[config.mk]
export PLATFORM = sky130hd
export DESIGN_NAME = apu_voice_mixer
export DESIGN_NICKNAME = d
export VERILOG_FILES = /design/src/rtl/apu_voice_mixer.sv
export SDC_FILE = /design/constraint.sdc
export NUM_CORES = 1
export LEC_CHECK = 0
export BUFFER_PORTS_ARGS = -buffer_cell sky130_fd_sc_hd__buf_2
export CAP_MARGIN = 20
export CORE_ASPECT_RATIO = 1.5
export CORE_MARGIN = 8
export CORE_UTILIZATION = 40
export DETAILED_ROUTE_END_ITERATION = 10
export GPL_TIMING_DRIVEN = 0
export SYNTH_ARGS = -nofsm -noshare
export SYNTH_HDL_FRONTEND = slang
export SYNTH_SLANG_ARGS = --single-unit
[constraint.sdc]
create_clock -name clk -period 4.9 [get_ports clk]
set_input_delay 0.245 -clock clk [delete_from_list [all_inputs] [get_ports clk]]
set_output_delay 0.245 -clock clk [all_outputs]
set_load 0.05 [all_outputs]
[src/rtl/apu_voice_mixer.sv]
// Multi-voice audio generator: per-voice square/saw/noise oscillators with decaying
// envelopes, summed and emitted as a frame-latched 1-bit PWM sound line.
module apu_voice_mixer #(
  parameter int NUM_VOICES  = 3,
  parameter int PERIOD_BITS = 16,
  parameter int AMP_BITS    = 8,
  parameter int ENV_BITS    = 4,
  parameter int MIX_BITS    = AMP_BITS + $clog2(NUM_VOICES + 1)
) (
  input  logic                              clk,
  input  logic                              reset,
  input  logic [NUM_VOICES-1:0]             voice_trigger,
  input  logic [2*NUM_VOICES-1:0]           voice_mode,
  input  logic [NUM_VOICES*PERIOD_BITS-1:0] voice_period,
  input  logic                              env_tick,
  output logic [NUM_VOICES-1:0]             active,
  output logic                              sound
);

  localparam logic [ENV_BITS-1:0] ENV_MAX = '1;

  logic [NUM_VOICES*AMP_BITS-1:0] vout_all;

  for (genvar i = 0; i < NUM_VOICES; i++) begin : g_voice
    // Distinct nonzero seed per voice so noise voices do not play in lockstep.
    localparam logic [14:0] SEED = 15'(32'h7FFF - i);

    logic [PERIOD_BITS-1:0]       period;
    logic [PERIOD_BITS-1:0]       phase_q, phase_d;
    logic [1:0]                   mode;
    logic                         wrap;
    logic                         sq_q, sq_d;
    logic [AMP_BITS-1:0]          ramp_q, ramp_d;
    logic [14:0]                  lfsr_q, lfsr_d;
    logic [ENV_BITS-1:0]          env_q, env_d;
    logic [AMP_BITS-1:0]          sample;
    logic [AMP_BITS+ENV_BITS-1:0] scaled;
    logic [AMP_BITS-1:0]          vout_q, vout_d;

    assign period = voice_period[i*PERIOD_BITS +: PERIOD_BITS];
    assign mode   = voice_mode[2*i +: 2];
    // >= so that lowering the period below the current phase wraps immediately.
    assign wrap   = (period != '0) && (phase_q >= period - PERIOD_BITS'(1));

    always_comb begin
      phase_d = phase_q;
      sq_d    = sq_q;
      ramp_d  = ramp_q;
      lfsr_d  = lfsr_q;
      env_d   = env_q;
      if (wrap) begin
        phase_d = '0;
        sq_d    = ~sq_q;
        ramp_d  = ramp_q + AMP_BITS'(1);
        lfsr_d  = {lfsr_q[13:0], lfsr_q[14] ^ lfsr_q[13]};
      end else if (period != '0) begin
        phase_d = phase_q + PERIOD_BITS'(1);
      end
      if (env_tick && (env_q != '0)) env_d = env_q - ENV_BITS'(1);
      // Retrigger overrides decay; ramp and LFSR deliberately keep running.
      if (voice_trigger[i]) begin
        env_d   = ENV_MAX;
        phase_d = '0;
        sq_d    = 1'b1;
      end

      sample = '0;
      case (mode)
        2'b00:   sample = {AMP_BITS{sq_q}};
        2'b01:   sample = ramp_q;
        2'b10:   sample = AMP_BITS'(lfsr_q);
        default: sample = '0;
      endcase
      scaled = {{ENV_BITS{1'b0}}, sample} * {{AMP_BITS{1'b0}}, env_q};
      vout_d = AMP_BITS'(scaled >> ENV_BITS);
    end

    always_ff @(posedge clk) begin
      if (reset) begin
        phase_q <= '0;
        sq_q    <= 1'b0;
        ramp_q  <= '0;
        lfsr_q  <= SEED;
        env_q   <= '0;
        vout_q  <= '0;
      end else begin
        phase_q <= phase_d;
        sq_q    <= sq_d;
        ramp_q  <= ramp_d;
        lfsr_q  <= lfsr_d;
        env_q   <= env_d;
        vout_q  <= vout_d;
      end
    end

    assign vout_all[i*AMP_BITS +: AMP_BITS] = vout_q;
    assign active[i] = (env_q != '0);
  end

  // Mixer: MIX_BITS is sized so the full-scale sum cannot overflow.
  logic [MIX_BITS-1:0] mix_sum;
  logic [MIX_BITS-1:0] mix_q, mix_d;
  logic [MIX_BITS-1:0] pwm_cnt_q, pwm_cnt_d;
  logic                sound_q, sound_d;

  always_comb begin
    mix_sum = '0;
    for (int v = 0; v < NUM_VOICES; v++) begin
      mix_sum = mix_sum + MIX_BITS'(vout_all[v*AMP_BITS +: AMP_BITS]);
    end
    pwm_cnt_d = pwm_cnt_q + MIX_BITS'(1);
    // Latch only at the frame boundary so the duty never changes mid-frame.
    mix_d     = (pwm_cnt_q == '1) ? mix_sum : mix_q;
    sound_d   = (pwm_cnt_q < mix_q);
  end

  always_ff @(posedge clk) begin
    if (reset) begin
      mix_q     <= '0;
      pwm_cnt_q <= '0;
      sound_q   <= 1'b0;
    end else begin
      mix_q     <= mix_d;
      pwm_cnt_q <= pwm_cnt_d;
      sound_q   <= sound_d;
    end
  end

  assign sound = sound_q;

endmodule

# Yosys cells after proc, flatten, opt, wreduce, memory -nomap -nowiden
# Cells that the tools add are included.
# classes
addsub	15
n_mul	3
order_cmp	4
eq_ne	7
mux	15
bitwise_logic	6
reduce_logical	24
# ops
operator	n
$pmux W8 S3	3
$add A16 B1 Y16 const B	3
$ge A16 B16 Y1	3
$reduce_bool A16 Y1	3
$sub A16 B1 Y16 const B	3
$mul A8 B4 Y12	3
$add A8 B1 Y8 const B	3
$mux W4	6
$reduce_bool A2 Y1	6
$reduce_bool A4 Y1	3
$sub A4 B1 Y4 const B	3
$add A10 B1 Y10 const B	1
$add A9 B8 Y10	1
$eq A10 B10 Y1 const B	1
$lt A10 B10 Y1	1
$add A8 B8 Y9	1
$reduce_or A3 Y1	3
$eq A2 B1 Y1 const B	3
$eq A2 B2 Y1 const B	3
$logic_and A1 B1 Y1	6
$logic_not A2 Y1	3
$mux W1	6
$not A1 Y1	3
$xor A1 B1 Y1	3
# totals
reg_bits	177
in_bits	60
out_inout_bits	4
word_cells	95

# Depth between registers and ports, before layout
# Gate-level depths: netlist of run 1.
# depth
depth_word	5
depth_mapped	17
ltp_nobuf	15

# Worst setup path after synthesis of run 1
# No wires, ideal clock.
# synth_timing
path_kind	input port to flip-flop
startpoint	in voice_mode[2]
endpoint	reg g_voice[1].vout_q[7]
setup_time_ns	0.121
t_arrival_ns	3.731
required_time_ns	4.779
slack_ns	1.048
cell_stages	15
cell_sequence	buf_2 > nor2b_1 > buf_2 > o2bb2ai_1 > and2_1 > fa_1 > inv_1 > fa_1 > inv_1 > ha_1 > or3_1 > a41oi_1 > nor4_2 > a311oi_1 > mux2_2
# synth_via
elab_chain_cells	3
# synth_rtl
item	line	rtl
start, declared	13	input logic [2*NUM_VOICES-1:0] voice_mode,
$eq A2 B2 Y1, or another cell as far along	68	case (mode)
$pmux W8 S3 *	68	
$mul A8 B4 Y12 *	74	scaled = {{ENV_BITS{1'b0}}, sample} * {{AMP_BITS{1'b0}}, env_q};
end signal, assigned	92	vout_q <= vout_d;
end, declared	38	logic [AMP_BITS-1:0] vout_q, vout_d;
# Every way passes the cells marked *; elsewhere a longest branch is shown, timed or not.
# A chain may end at the register's enable or synchronous reset.

# Final worst setup path of run 1
# layout_timing
startpoint	reg g_voice[0].sq_q
endpoint	reg g_voice[0].vout_q[7]
# layout_via
elab_chain_cells	2
# layout_rtl
item	line	rtl
start, declared	32	logic sq_q, sq_d;
start signal, assigned	88	sq_q <= sq_d;
$pmux W8 S3	68	
$mul A8 B4 Y12	74	
end signal, assigned	92	
end, declared	38	
# Every way passes these cells.

==> results of run 1 <==
cell families (layout without fill, tap and decap cells):
family | after synthesis | in the layout | synth area share (%)
and+or+nand+nor | 616 | 616 | 24.6
AOI/OAI and AO/OA | 273 | 273 | 13.2
buffers and inverters | 180 | 272 | 5.71
DFF | 177 | 177 | 27.9
adders and majority gates | 164 | 164 | 18.6
xor gates and xnor gates | 116 | 116 | 8.00
muxes | 22 | 22 | 1.87
other | 0 | 1 | 0
metrics by stage:
| step | hold WS [ps] | instance area, um2 | instances | setup WS (ps) | total power [uW] |
|---|---|---|---|---|---|
| 6_report | 69.3 | 14100 | 2051 | 711 | 3480 |
| 3_5_place_dp | 449 | 13500 | 2017 | 673 | 2170 |
| 3_3_place_gp | 440 | 13500 | 2017 | 689 | 2150 |
| 5_1_grt | 65.0 | 14100 | 2050 | 357 | 3690 |
| 4_1_cts | 28.8 | 14100 | 2050 | 688 | 3540 |
| 2_1_floorplan | 366 | 12700 | 1548 | 1050 | 1990 |
flip-flops by register name (all words and copies together) (netlist names):
register,flops
g_voice.lfsr_q,45
g_voice.env_q,12
g_voice.ramp_q,24
sound,1
g_voice.phase_q,48
pwm_cnt_q,10
g_voice.vout_q,24
mix_q,10
g_voice.sq_q,3
placed cells by master, fill, tap and decap left out, drive strengths merged, types with 14 or more instances in the layout:
cell,netlist,routed
clkbuf,40,57
a21oi,76,76
ha,122,122
nand4,24,24
dfxtp,177,177
nand2,108,108
inv,110,117
nor4,19,19
nor3,23,23
fa,42,42
nor2,146,146
mux2,14,14
nand3,127,127
xnor2,75,75
o21ai,94,94
or3,19,19
and2,63,63
xor2,41,41
nor2b,32,32
o31ai,20,20
buf,29,88
Yosys cell counts, types with 5 or more instances:
| cell type | count |
|---|---|
| nor4b_1 | 6 |
| a211oi_1 | 6 |
| and3_1 | 12 |
| o31ai_1 | 18 |
| nor2_1 | 146 |
| buf_2 | 15 |
| and2_1 | 63 |
| mux2i_1 | 8 |
| a41oi_1 | 5 |
| nor3_1 | 23 |
| nand2b_1 | 6 |
| buf_1 | 9 |
| xor2_1 | 41 |
| fa_1 | 42 |
| nand4_1 | 24 |
| nor4_1 | 17 |
| nand3_1 | 127 |
| clkbuf_1 | 40 |
| xnor2_1 | 75 |
| mux2_2 | 13 |
| ha_1 | 122 |
| dfxtp_1 | 177 |
| o211ai_1 | 8 |
| or4_1 | 10 |
| or3_1 | 18 |
| a21oi_1 | 76 |
| a21o_1 | 12 |
| o21ai_0 | 92 |
| nor2b_1 | 32 |
| nand2_1 | 108 |
| inv_1 | 110 |
| a31oi_1 | 12 |
| o2bb2ai_1 | 6 |
critical path, cell delays in order, from the launching register on:
cell,delay [ps]
dfxtp_1,390
nor2b_1,360
a21oi_1,60
o21ai_0,350
nand2_1,120
fa_1,480
fa_1,540
inv_1,40
ha_1,190
or3_1,360
a41oi_1,460
o31ai_2,160
a31oi_1,210
mux2_2,340
metal layers:
metal | vias to the layer above | share of wire (%)
met4 | 2 | 3.1
li1 | 5541 | -
met3 | 54 | 2.4
met5 | - | 0.043
met1 | 5226 | 42
met2 | 137 | 53
area by class of cell:
class	instances	area, um2
Multi-Input combinational cell	1191	8430
Fill cell	3204	17400
Antenna cell	1	2.50
Timing Repair Buffer	60	305
Buffer	69	308
Tap cell	410	513
Clock buffer	17	425
Sequential cell	177	3540
Inverter	111	417
Clock inverter	15	165
power breakdown:
group          switching [uW]  internal, uW
clock network             674           684
logic                     374           250
registers                25.9          1480
total                    1070          2410
worst paths after layout:
kind | from | endpoint | slack [ps] | cells after the start
worst max register to register | g_voice[0].sq_q | g_voice[0].vout_q[7] | 710 | 13
worst max-delay path | g_voice[0].sq_q | g_voice[0].vout_q[7] | 710 | 13
worst min-delay path | voice_trigger[1] | g_voice[1].env_q[1] | 70 | 3
worst min register to register | mix_q[5] | mix_q[5] | 460 | 2
==> results.py, run 1 <==
metrics = {
    "logic_synthesis": {
        "ys_ff_latch": 177,
        "synth-async-reset-ratio_pct": 0,
        "synth_top_cell_by_area": "dfxtp_1",
        "yosysUniqueCellTypes": 69,
        "netlist_instances": 1548,
        "yosysSeqAreaShare_pct": 27.9,
        "synth_edf_count": 0,
        "synthTopCellsByArea": "dfxtp_1 28%, ha_1 12%, fa_1 6.6%",
        "yosys.area.top_type_share_pct": 27.9,
        "yosys_warnings": 0,
        "syn_nets": 1772,
        "syn_area_um2": 12700,
        "synth_area_per_cell_um2": 8.20,
        "synth_ff_type": "dfxtp_1",
    },
    "clocking": {
        "htree_levels": 4,
        "cts_setup_buffers": 0,
        "clock_latency_ps": 450,
        "clkSinkCount": 177,
        "cts_inserted_buffers": 17,
        "cts-root-buf": "clkbuf_16",
        "cts_tree": "done",
        "clk_pin_slew_ps": 70,
        "cts_hold_buf": 1,
        "post_cts_resized": 0,
        "clock_path_buffers": 2,
    },
    "setup_path": {
        "required_ps": 5240,
        "end_kind": "flip-flop",
        "critPathKind": "reg2reg",
        "cp.arrival_ps": 4530,
        "cp-start-kind": "flip-flop",
        "path_max_fanout": 6,
    },
    "global_route": {
        "grt_pass1_vias": 10900,
        "groute.usage.overall_pct": 16.2,
        "grtUsageMet3_pct": 2.58,
        "grt.busiest_layer": "met2",
        "use_met1_pct": 17.4,
        "use_met2_pct": 30.6,
        "grt_overflow": 0,
        "grt_first_pass_wirelength_um": 50300,
        "antenna_found_initial": 2,
        "grt_max_degree": 20,
    },
    "die": {
        "io_pins": 64,
        "initial_core_util_pct": 40.3,
        "core_region_area_um2": 31500,
        "die_area_um2": 37800,
        "die_y_um": 234,
        "placementRows": 80,
        "die_width_um": 161,
    },
    "power_and_ir_drop": {
        "p_leak_uw": 0.00572,
        "pwr_density_cell_nw_per_um2": 247,
        "worst_ir_drop_vdd_v": 0.000259,
    },
    "final_layout": {
        "drive_above_1_share_pct": 8.41,
        "area_growth_pct": 11.1,
        "final_nets": 1851,
        "finish.utilization_pct": 44.7,
    },
    "timing": {
        "rsz0062_at_grt": "no",
        "finalSetupViolCount": 0,
        "drv_slew": 0,
        "max_freq_mhz": 239,
        "period_share_pct": 85.5,
        "slew-limit-headroom_pct": 39.9,
        "fin_setup_tns_ps": 0,
        "fin_skew_ps": 8.72,
        "hold_violations": 0,
        "worst_pin_slew_ps": 901,
        "fin_crit_ps": 4190,
    },
    "drt": {
        "drtIter0Drc": 475,
        "drt_first_pass_iters": 5,
        "viasPerCell": 5.34,
        "drc": 0,
        "vias": 11000,
        "ant_nets": 0,
        "routed_wl_um": 30000,
        "wl_per_cell_um": 14.6,
    },
    "placement": {
        "portBuffers": 59,
        "gp_congestion": 0.851,
        "dp_hpwl_um": 23500,
    },
    "status": {
        "run_status": "complete, no violations",
    },
    "run": {
        "drv_cap": 0,
    },
    "worst_hold_path": {
        "holdCritPathClass": "in2reg",
    },
}
(Power assumes the default switching activity.)
==> run 2: changes to the inputs <==
- RECOVER_POWER: unset -> 100
==> results.py, run 2 (synthesized netlist as in run 1, its figures left out) <==
metrics = {
    "status": {
        "run_status": "complete, no violations",
    },
    "die": {
        "die_y_um": 234,
        "die_width_um": 161,
        "placementRows": 80,
        "initial_core_util_pct": 40.3,
        "core_region_area_um2": 31500,
        "io_pins": 64,
        "die_area_um2": 37800,
    },
    "clocking": {
        "cts_inserted_buffers": 17,
        "cts_tree": "done",
        "htree_levels": 4,
        "clock_latency_ps": 450,
        "clock_path_buffers": 2,
        "clk_pin_slew_ps": 70,
        "cts-root-buf": "clkbuf_16",
        "clkSinkCount": 177,
    },
    "setup_path": {
        "crit_chain": "nor2b_1 > a21oi_1 > o21ai_0 > nand2_1 > fa_1 > fa_1 > inv_1 > ha_1 > or3_1 > a41oi_1 > o31ai_1 > a31oi_1 > mux2_2",
        "cp.arrival_ps": 4550,
        "path_common_cell": "fa_1",
        "critPathLaunch": "g_voice[0].sq_q",
        "end_kind": "flip-flop",
        "critPathKind": "reg2reg",
        "required_ps": 5240,
        "cp-start-kind": "flip-flop",
        "cp_top_family": "compound AO/OA/AOI/OAI gates",
        "slowest_stage": "fa_1",
        "path_max_fanout": 6,
        "timing.rr.start": "g_voice[0].sq_q",
        "crit_buf_inv": 1,
        "cp_slowest_stage_delay_ps": 540,
    },
    "drt": {
        "drtIter0Drc": 455,
        "vias": 11000,
        "wl_per_cell_um": 14.6,
        "viasPerCell": 5.35,
        "drc": 0,
        "drt_first_pass_iters": 5,
        "ant_nets": 0,
        "routed_wl_um": 30000,
    },
    "placement": {
        "dp.cells": 2017,
        "gp_congestion": 0.851,
        "dp_hpwl_um": 23500,
        "portBuffers": 59,
        "post-place-ws_ps": 673,
    },
    "run": {
        "drv_cap": 0,
    },
    "global_route": {
        "grtUsageMet3_pct": 2.58,
        "grt_max_degree": 20,
        "grt.busiest_layer": "met2",
        "grt_pass1_vias": 10900,
        "grt_overflow": 0,
        "antenna_found_initial": 2,
        "use_met1_pct": 17.4,
        "grt_first_pass_wirelength_um": 50300,
        "use_met2_pct": 30.6,
        "groute.usage.overall_pct": 16.2,
    },
    "timing": {
        "finalSetupViolCount": 0,
        "fin_skew_ps": 8.46,
        "fin_crit_ps": 4210,
        "max_freq_mhz": 237,
        "slew-limit-headroom_pct": 40.1,
        "fin_setup_tns_ps": 0,
        "worst_pin_slew_ps": 898,
        "hold_violations": 0,
        "period_share_pct": 86.0,
        "layout_setup_ws_ps": 687,
        "rsz0062_at_grt": "no",
        "drv_slew": 0,
    },
    "power_and_ir_drop": {
        "worst_ir_drop_vdd_v": 0.000258,
        "power_uw": 3480,
        "p_leak_uw": 0.00568,
        "pwr_density_cell_nw_per_um2": 247,
    },
    "final_layout": {
        "drive_above_1_share_pct": 7.56,
        "final_common_cell": "dfxtp_1",
        "final_nets": 1851,
        "registers.top_by_ff_count": "g_voice.phase_q",
        "top_regs": "g_voice.phase_q: 48 flops, g_voice.lfsr_q: 45 flops",
        "finish.utilization_pct": 44.6,
        "largest_register_ffs": 48,
        "fin_cells": 2051,
        "area_growth_pct": 10.8,
        "final_cell_mix": "177 x dfxtp_1, 146 x nor2_1, 127 x nand3_1, 122 x ha_1, 110 x inv_1",
    },
    "worst_hold_path": {
        "holdCritPathClass": "in2reg",
        "hold_start": "voice_trigger[1]",
    },
}
## run 2: cell types whose count changed in the layout (fill, tap and decap cells not counted), sizes merged
cell and change:
clkbuf +17, buf -17
## run 2: tightest hold or removal path, stage by stage
cell      delay [ps]
buf_2             90
a211oi_1          70
nor2_1            80
## run 2: final cells by class
| cell class | instances | area [um2] |
|---|---|---|
| clock buffers | 17 | 425 |
| multi-input cells | 1191 | 8410 |
| flip-flops and latches | 177 | 3540 |
| inverters | 111 | 417 |
| clock inverters | 15 | 165 |
| well taps | 410 | 513 |
| diodes | 1 | 2.50 |
| fillers | 3215 | 17500 |
| plain buffers | 69 | 299 |
| repair buffers | 60 | 294 |
## run 2: stage by stage
step	area [um2]	hold slack, ps
final	14100	70.0
after global routing	14100	65.0
after CTS	14100	28.8
after detailed placement	13500	449
after global placement	13500	440
after floorplan	12700	366
## run 2: layer usage
layer,wire [um],vias up,part of all wire [%]
met1,12700,5236,42
met3,660,55,2.2
met5,13,-,0.043
met4,929,2,3.1
li1,-,5538,-
met2,15800,132,53
## run 2: worst paths after layout
path,endpoint,cells after the start,slack (ps)
hold reg to reg,mix_q[5],2,460
setup reg to reg,g_voice[0].vout_q[7],13,690
setup / recovery,g_voice[0].vout_q[7],13,690
hold / removal,g_voice[1].env_q[1],3,70
## run 2: what timing repair did
action / 4_1_cts / 5_1_grt
buffers inserted: 0 / 0
hold endpoints to repair: 1 / 0
gates resized for setup: 0 / 0
hold buffers: 1 / 0
## run 2: power by group
| part | total [uW] | switching (uW) | internal [uW] |
|---|---|---|---|
| combinational | 619 | 372 | 247 |
| clock | 1360 | 674 | 684 |
| sequential | 1500 | 26.0 | 1480 |
